### src/rtl/tp84_lpf_sched.sv
// rtl/tp84_lpf_sched.sv - time-multiplexed 1st-order IIR low-pass scheduler shared across NCH channels
module tp84_lpf_sched #(
    parameter int NCH = 4,
    parameter int DIV = 220
) (
    input  logic                clk,
    input  logic                reset,
    input  logic [16*NCH-1:0]   in,
    input  logic                cfg_we,
    input  logic [2:0]          cfg_ch,
    input  logic [1:0]          cfg_sel,
    input  logic signed [17:0]  cfg_data,
    output logic [16*NCH-1:0]   out,
    output logic                out_valid,
    output logic                busy
);

    localparam int DIVW = $clog2(DIV);

    localparam logic signed [17:0] B1_DEF = 18'sd1489;
    localparam logic signed [17:0] B2_DEF = 18'sd1489;
    localparam logic signed [17:0] A2_DEF = -18'sd29791;

    // A sweep must finish before the next tick can arrive.
    if (DIV < 4*NCH+2) begin : g_div_check
        $error("tp84_lpf_sched: DIV must be >= 4*NCH+2");
    end
    if (NCH < 1 || NCH > 8) begin : g_nch_check
        $error("tp84_lpf_sched: NCH must be in 1..8");
    end

    typedef enum logic [2:0] {IDLE, S_X, S_X1, S_Y1, S_WB} state_t;

    state_t                 state;
    logic [2:0]             ch;
    logic [DIVW-1:0]        div_cnt;
    logic                   tick;

    logic signed [17:0]     b1_sh [NCH];
    logic signed [17:0]     b2_sh [NCH];
    logic signed [17:0]     a2_sh [NCH];
    logic signed [17:0]     b1_nx [NCH];
    logic signed [17:0]     b2_nx [NCH];
    logic signed [17:0]     a2_nx [NCH];
    logic signed [17:0]     b1_act [NCH];
    logic signed [17:0]     b2_act [NCH];
    logic signed [17:0]     a2_act [NCH];

    logic signed [15:0]     x1 [NCH];
    logic signed [15:0]     y1 [NCH];
    logic signed [15:0]     x_reg;
    logic signed [37:0]     acc;

    logic signed [15:0]     cur_in;
    logic signed [15:0]     cur_x1;
    logic signed [15:0]     cur_y1;
    logic signed [17:0]     cur_b1;
    logic signed [17:0]     cur_b2;
    logic signed [17:0]     cur_a2;

    logic signed [17:0]     mul_a;
    logic signed [17:0]     mul_b;
    logic signed [35:0]     prod;
    logic signed [37:0]     prod_ext;
    logic signed [37:0]     acc_sh;
    logic signed [15:0]     y_sat;

    assign tick = (div_cnt == DIVW'(DIV-1));

    // Free-running sample divider, wraps at DIV-1.
    always_ff @(posedge clk) begin
        if (!reset) begin
            div_cnt <= '0;
        end else if (tick) begin
            div_cnt <= '0;
        end else begin
            div_cnt <= div_cnt + 1'b1;
        end
    end

    // Shadow contents after this cycle's write, so a tick-cycle write reaches the active set.
    always_comb begin
        for (int k = 0; k < NCH; k++) begin
            b1_nx[k] = b1_sh[k];
            b2_nx[k] = b2_sh[k];
            a2_nx[k] = a2_sh[k];
            if (cfg_we && cfg_ch == 3'(k)) begin
                case (cfg_sel)
                    2'd0:    b1_nx[k] = cfg_data;
                    2'd1:    b2_nx[k] = cfg_data;
                    2'd2:    a2_nx[k] = cfg_data;
                    default: ;
                endcase
            end
        end
    end

    // Shadow registers take writes anytime; active set is refreshed only on the tick.
    always_ff @(posedge clk) begin
        if (!reset) begin
            for (int k = 0; k < NCH; k++) begin
                b1_sh[k]  <= B1_DEF;
                b2_sh[k]  <= B2_DEF;
                a2_sh[k]  <= A2_DEF;
                b1_act[k] <= B1_DEF;
                b2_act[k] <= B2_DEF;
                a2_act[k] <= A2_DEF;
            end
        end else begin
            for (int k = 0; k < NCH; k++) begin
                b1_sh[k] <= b1_nx[k];
                b2_sh[k] <= b2_nx[k];
                a2_sh[k] <= a2_nx[k];
                if (tick) begin
                    b1_act[k] <= b1_nx[k];
                    b2_act[k] <= b2_nx[k];
                    a2_act[k] <= a2_nx[k];
                end
            end
        end
    end

    // Select the state and coefficients of the channel currently being processed.
    always_comb begin
        cur_in = '0;
        cur_x1 = '0;
        cur_y1 = '0;
        cur_b1 = '0;
        cur_b2 = '0;
        cur_a2 = '0;
        for (int k = 0; k < NCH; k++) begin
            if (ch == 3'(k)) begin
                cur_in = in[16*k +: 16];
                cur_x1 = x1[k];
                cur_y1 = y1[k];
                cur_b1 = b1_act[k];
                cur_b2 = b2_act[k];
                cur_a2 = a2_act[k];
            end
        end
    end

    // Operand steering for the single shared multiplier.
    always_comb begin
        mul_a = '0;
        mul_b = '0;
        case (state)
            S_X: begin
                mul_a = cur_b1;
                mul_b = {{2{cur_in[15]}}, cur_in};
            end
            S_X1: begin
                mul_a = cur_b2;
                mul_b = {{2{cur_x1[15]}}, cur_x1};
            end
            S_Y1: begin
                mul_a = cur_a2;
                mul_b = {{2{cur_y1[15]}}, cur_y1};
            end
            default: ;
        endcase
    end

    assign prod     = mul_a * mul_b;
    assign prod_ext = {{2{prod[35]}}, prod};
    assign acc_sh   = acc >>> 15;

    // Q2.15 rescale with clamp to the 16-bit output range.
    always_comb begin
        if (acc_sh > 38'sd32767) begin
            y_sat = 16'sh7FFF;
        end else if (acc_sh < -38'sd32768) begin
            y_sat = 16'sh8000;
        end else begin
            y_sat = acc_sh[15:0];
        end
    end

    // Channel sweep: four fixed cycles per channel, outputs and history updated in S_WB.
    always_ff @(posedge clk) begin
        if (!reset) begin
            state     <= IDLE;
            ch        <= '0;
            acc       <= '0;
            x_reg     <= '0;
            out       <= '0;
            out_valid <= 1'b0;
            busy      <= 1'b0;
            for (int k = 0; k < NCH; k++) begin
                x1[k] <= '0;
                y1[k] <= '0;
            end
        end else begin
            out_valid <= 1'b0;
            case (state)
                IDLE: begin
                    if (tick) begin
                        state <= S_X;
                        ch    <= '0;
                        busy  <= 1'b1;
                    end
                end
                S_X: begin
                    x_reg <= cur_in;
                    acc   <= prod_ext;
                    state <= S_X1;
                end
                S_X1: begin
                    acc   <= acc + prod_ext;
                    state <= S_Y1;
                end
                S_Y1: begin
                    acc   <= acc - prod_ext;
                    state <= S_WB;
                end
                S_WB: begin
                    for (int k = 0; k < NCH; k++) begin
                        if (ch == 3'(k)) begin
                            out[16*k +: 16] <= y_sat;
                            y1[k]           <= y_sat;
                            x1[k]           <= x_reg;
                        end
                    end
                    if (ch == 3'(NCH-1)) begin
                        state     <= IDLE;
                        busy      <= 1'b0;
                        out_valid <= 1'b1;
                    end else begin
                        ch    <= ch + 3'd1;
                        state <= S_X;
                    end
                end
                default: state <= IDLE;
            endcase
        end
    end

endmodule

### config.mk
export PLATFORM = sky130hd
export DESIGN_NAME = tp84_lpf_sched
export DESIGN_NICKNAME = d
export VERILOG_FILES = /design/src/rtl/tp84_lpf_sched.sv
export SDC_FILE = /design/constraint.sdc
export NUM_CORES = 2
export LEC_CHECK = 0
export BUFFER_PORTS_ARGS = -buffer_cell sky130_fd_sc_hd__buf_2
export CORE_MARGIN = 1.5
export CORE_UTILIZATION = 35
export DETAILED_ROUTE_END_ITERATION = 8
export GPL_ROUTABILITY_DRIVEN = 1
export PLACE_DENSITY = 0.48
export SETUP_SLACK_MARGIN = 0.02
export SYNTH_ARGS = -nofsm -noshare
export SYNTH_HDL_FRONTEND = slang
export SYNTH_SLANG_ARGS = --single-unit
### constraint.sdc
create_clock -name clk -period 26.9 [get_ports clk]
set_input_delay 1.345 -clock clk [delete_from_list [all_inputs] [get_ports clk]]
set_output_delay 1.345 -clock clk [all_outputs]
set_load 0.03 [all_outputs]
==> summary.md <==
| Metric | Value |
|---|---|
| Status | `finished clean` |
| CTS Buf Count | `78` |
| Worst Max-Slew Pin Slew | `1.25 ns` |
| IO Port Bufs | `155` |
| Post-CTS setup buffers | `0` |
| Synth top area share | `23.9%` |
| Worst path max stage delay | `0.97 ns` |
| Sequential fraction of the synthesis area | `40.2%` |
| Worst R2R Start | `ch[0]` |
| Startpoint Class | `register` |
| Crit. Startpoint | `ch[0]` |
| Die area | `0.125 mm2` |
| WS Path Type | `reg -> reg` |
| # clock sinks | `694` |
| CP Data Required Time | `27.48 ns` |
| Commonest non-fill, non-tap cell in the layout | `inv_1` |
| R2R depth | `41` |
| Clock buffer depth | `3` |
| Slew HR | `16.3%` |
| Die Height | `354 um` |
| YS warnings | `0` |
| R2r setup slk | `13.92 ns` |
| Skew-Pair Late Insertion Delay | `0.65 ns` |
| Cell Rows | `128` |
| Vias/cell | `5.22` |
| Cell taking the most area after synthesis | `edfxtp_1` |
| Max stage delay cell, worst path | `o22ai_2` |
| Worst Skew | `0.0443 ns` |
| Setup violations, final | `0` |
| Arrival time of the worst setup path | `13.57 ns` |
| Post-Syn Instances | `4194` |
| DIE WIDTH | `354 um` |
| Global router's overall resource usage | `21.3%` |
| Min-Delay Path Class | `reg -> reg` |
| Sequential Area | `0.0173 mm2` |
| Routed WL per cell | `22.4 um` |
| Max-cap violations | `0` |
| Final nets | `4811` |
| Post-CTS Hold Fix Bufs | `0` |
| Core Region | `0.122 mm2` |
| Post-cts sizing count | `0` |
| # DRC | `0` |
| Clock root buffer | `clkbuf_16` |
| Fmax | `77.0 MHz` |
| #FFs+latches synth | `694` |
| Crit-path max FO | `37` |
| Fin. Hold Viols | `0` |
| Mapped Nets | `4748` |
| Area growth from synthesis to layout | `11.9%` |
| Peak VDD IR | `0.0452 mV` |
| DR vias | `31000` |
| Antenna cells | `0` |
| Global route total overflow | `0` |
| Clock slew at reported path FFs | `0.06 ns` |
| FF-to-FF End | `acc[37]` |
| Initial Util | `35.4%` |
| Worst Setup End Kind | `register` |
| Fin crit share | `48.3%` |
| First-pass GRT wire length | `203000 um` |
| CTS tree | `done` |
| Worst Setup EP | `acc[37]` |
| LEAKAGE | `20.7 nW` |
| FILL cells | `12200` |
| Drt total wl | `133000 um` |
| Post-route ant nets | `0` |
| CP dominant cell by count | `fa_1` |
| Detailed-router iteration count before antenna repair | `6` |
| Initial antenna violation count | `3` |
| RSZ-0062 raised after global routing | `no` |
| CTS H-tree depth | `3` |
| Initial DRC count | `2538` |
| PwrDens | `47.2 mW/mm2` |
| Gpl congestion | `0.868` |
| Vias in the first global route | `31900` |
| Multi-input gate area | `0.0234 mm2` |
| Most frequent cells in the layout | `inv_1 (415), nand2_1 (373), dfxtp_1 (348), edfxtp_1 (344), fa_1 (328)` |
| Synth unique cells | `99` |
| Synth Cell Area | `0.0432 mm2` |
| Detail Placement HPWL | `91900 um` |
| Largest net degree at the start of global routing | `219` |
| Synth Area per Inst | `10.3 um2` |
| Top Ports | `156` |
| TNS Setup | `0 ns` |
| Synth area leaders | `edfxtp_1 (24%), dfxtp_1 (16%), fa_1 (15%)` |
| Post-synth top flop | `dfxtp_1` |
| Post-synth ARST share | `0%` |
| Share of cells above drive strength 1 | `10.3%` |
| Tmin final | `12.98 ns` |
| Number of flops mapped to enable cells by yosys | `344` |
| Hold WS | `0.444 ns` |
| Slew Limit Fails | `0` |
kinds of logic (layout without fill, tap and decap cells):
group	count (synthesis)	after routing	synth area share [%]
multiplexers	258	258	6.09
XOR/XNOR	98	98	2.01
AND/OR/NAND/NOR	1289	1289	14.8
AO/OA/AOI/OAI	723	723	11.9
adder cells (fa/ha/maj)	464	464	19.2
flip-flops	694	694	40.2
buffers and inverters	668	791	5.87
where the power goes:
group	total, mW	switching, mW	internal, mW
Combinational	0.0620	0.0418	0.0202
Sequential	1.13	0.00658	1.13
Clock	1.08	0.459	0.625
Total	2.28	0.507	1.77
metal layers:
layer	wire length (um)	vias up	global-route usage, %	part of all wire, %
met3	7480	149	3.12	5.6
met1	62300	15700	30.3	47
met5	0	-	0	0
li1	-	14400	-	-
met4	2690	0	4.85	2.0
met2	60800	817	34.2	46
final cells by class:
cell class	count	share of cell area [%]
clock buffers	113	4.75
clock inverters	27	0.593
inverters	417	3.24
multi-input cells	2832	48.4
flip-flops and latches	694	35.9
well taps	1625	4.21
repair buffers	234	2.91
cell usage after synthesis (all sizes together), types with 30 or more instances:
cell type  number
dfxtp         350
edfxtp        344
nor2          273
a22o           53
clkbuf        211
a22oi          70
nand3         110
ha            136
o22ai          38
o21ai         101
nand2         374
nand2b         32
nor2b         180
a21oi         144
xnor2          53
buf            40
xor2           45
nor3           30
fa            328
a21o           82
mux2i         223
and2          214
inv           416
mux2           35
a221oi         38
worst min path at each step:
stage	startpoint	endpoint	slack (ns)	depth (start not counted)
2_1_floorplan	div_cnt[0]	div_cnt[0]	0.42	1
6_report	out[35]	out[35]	0.44	1
5_1_grt	out[51]	out[51]	0.47	1
3_5_place_dp	out[21]	out[21]	0.43	1
4_1_cts	out[35]	out[35]	0.45	1
3_3_place_gp	div_cnt[0]	div_cnt[0]	0.43	1
per-stage QoR:
| stage | setup slack (ns) | instances | utilization, % | area (um2) | total power [mW] |
|---|---|---|---|---|---|
| after detailed placement | 14.04 | 5802 | 37.5 | 45700 | 1.22 |
| after global placement | 14.07 | 5802 | 37.5 | 45700 | 1.22 |
| final | 13.92 | 5942 | 39.6 | 48300 | 2.28 |
| after floorplan | 16.05 | 4194 | - | 43200 | 1.19 |
| after global routing | 13.21 | 5942 | 39.6 | 48300 | 2.35 |
| after CTS | 14.02 | 5942 | 39.6 | 48300 | 2.30 |
worst max-delay path: cells and delay by family (launching register included):
family                     cells  cell delay [ns]
xor gates and xnor gates       3             0.56
DFF                            1             0.40
adders and majority gates      9             4.38
buffers and inverters          6             0.75
AOI/OAI and AO/OA             10             2.93
and+or+nand+nor               12             3.66
muxes                          1             0.19
(Power assumes the default switching activity.)
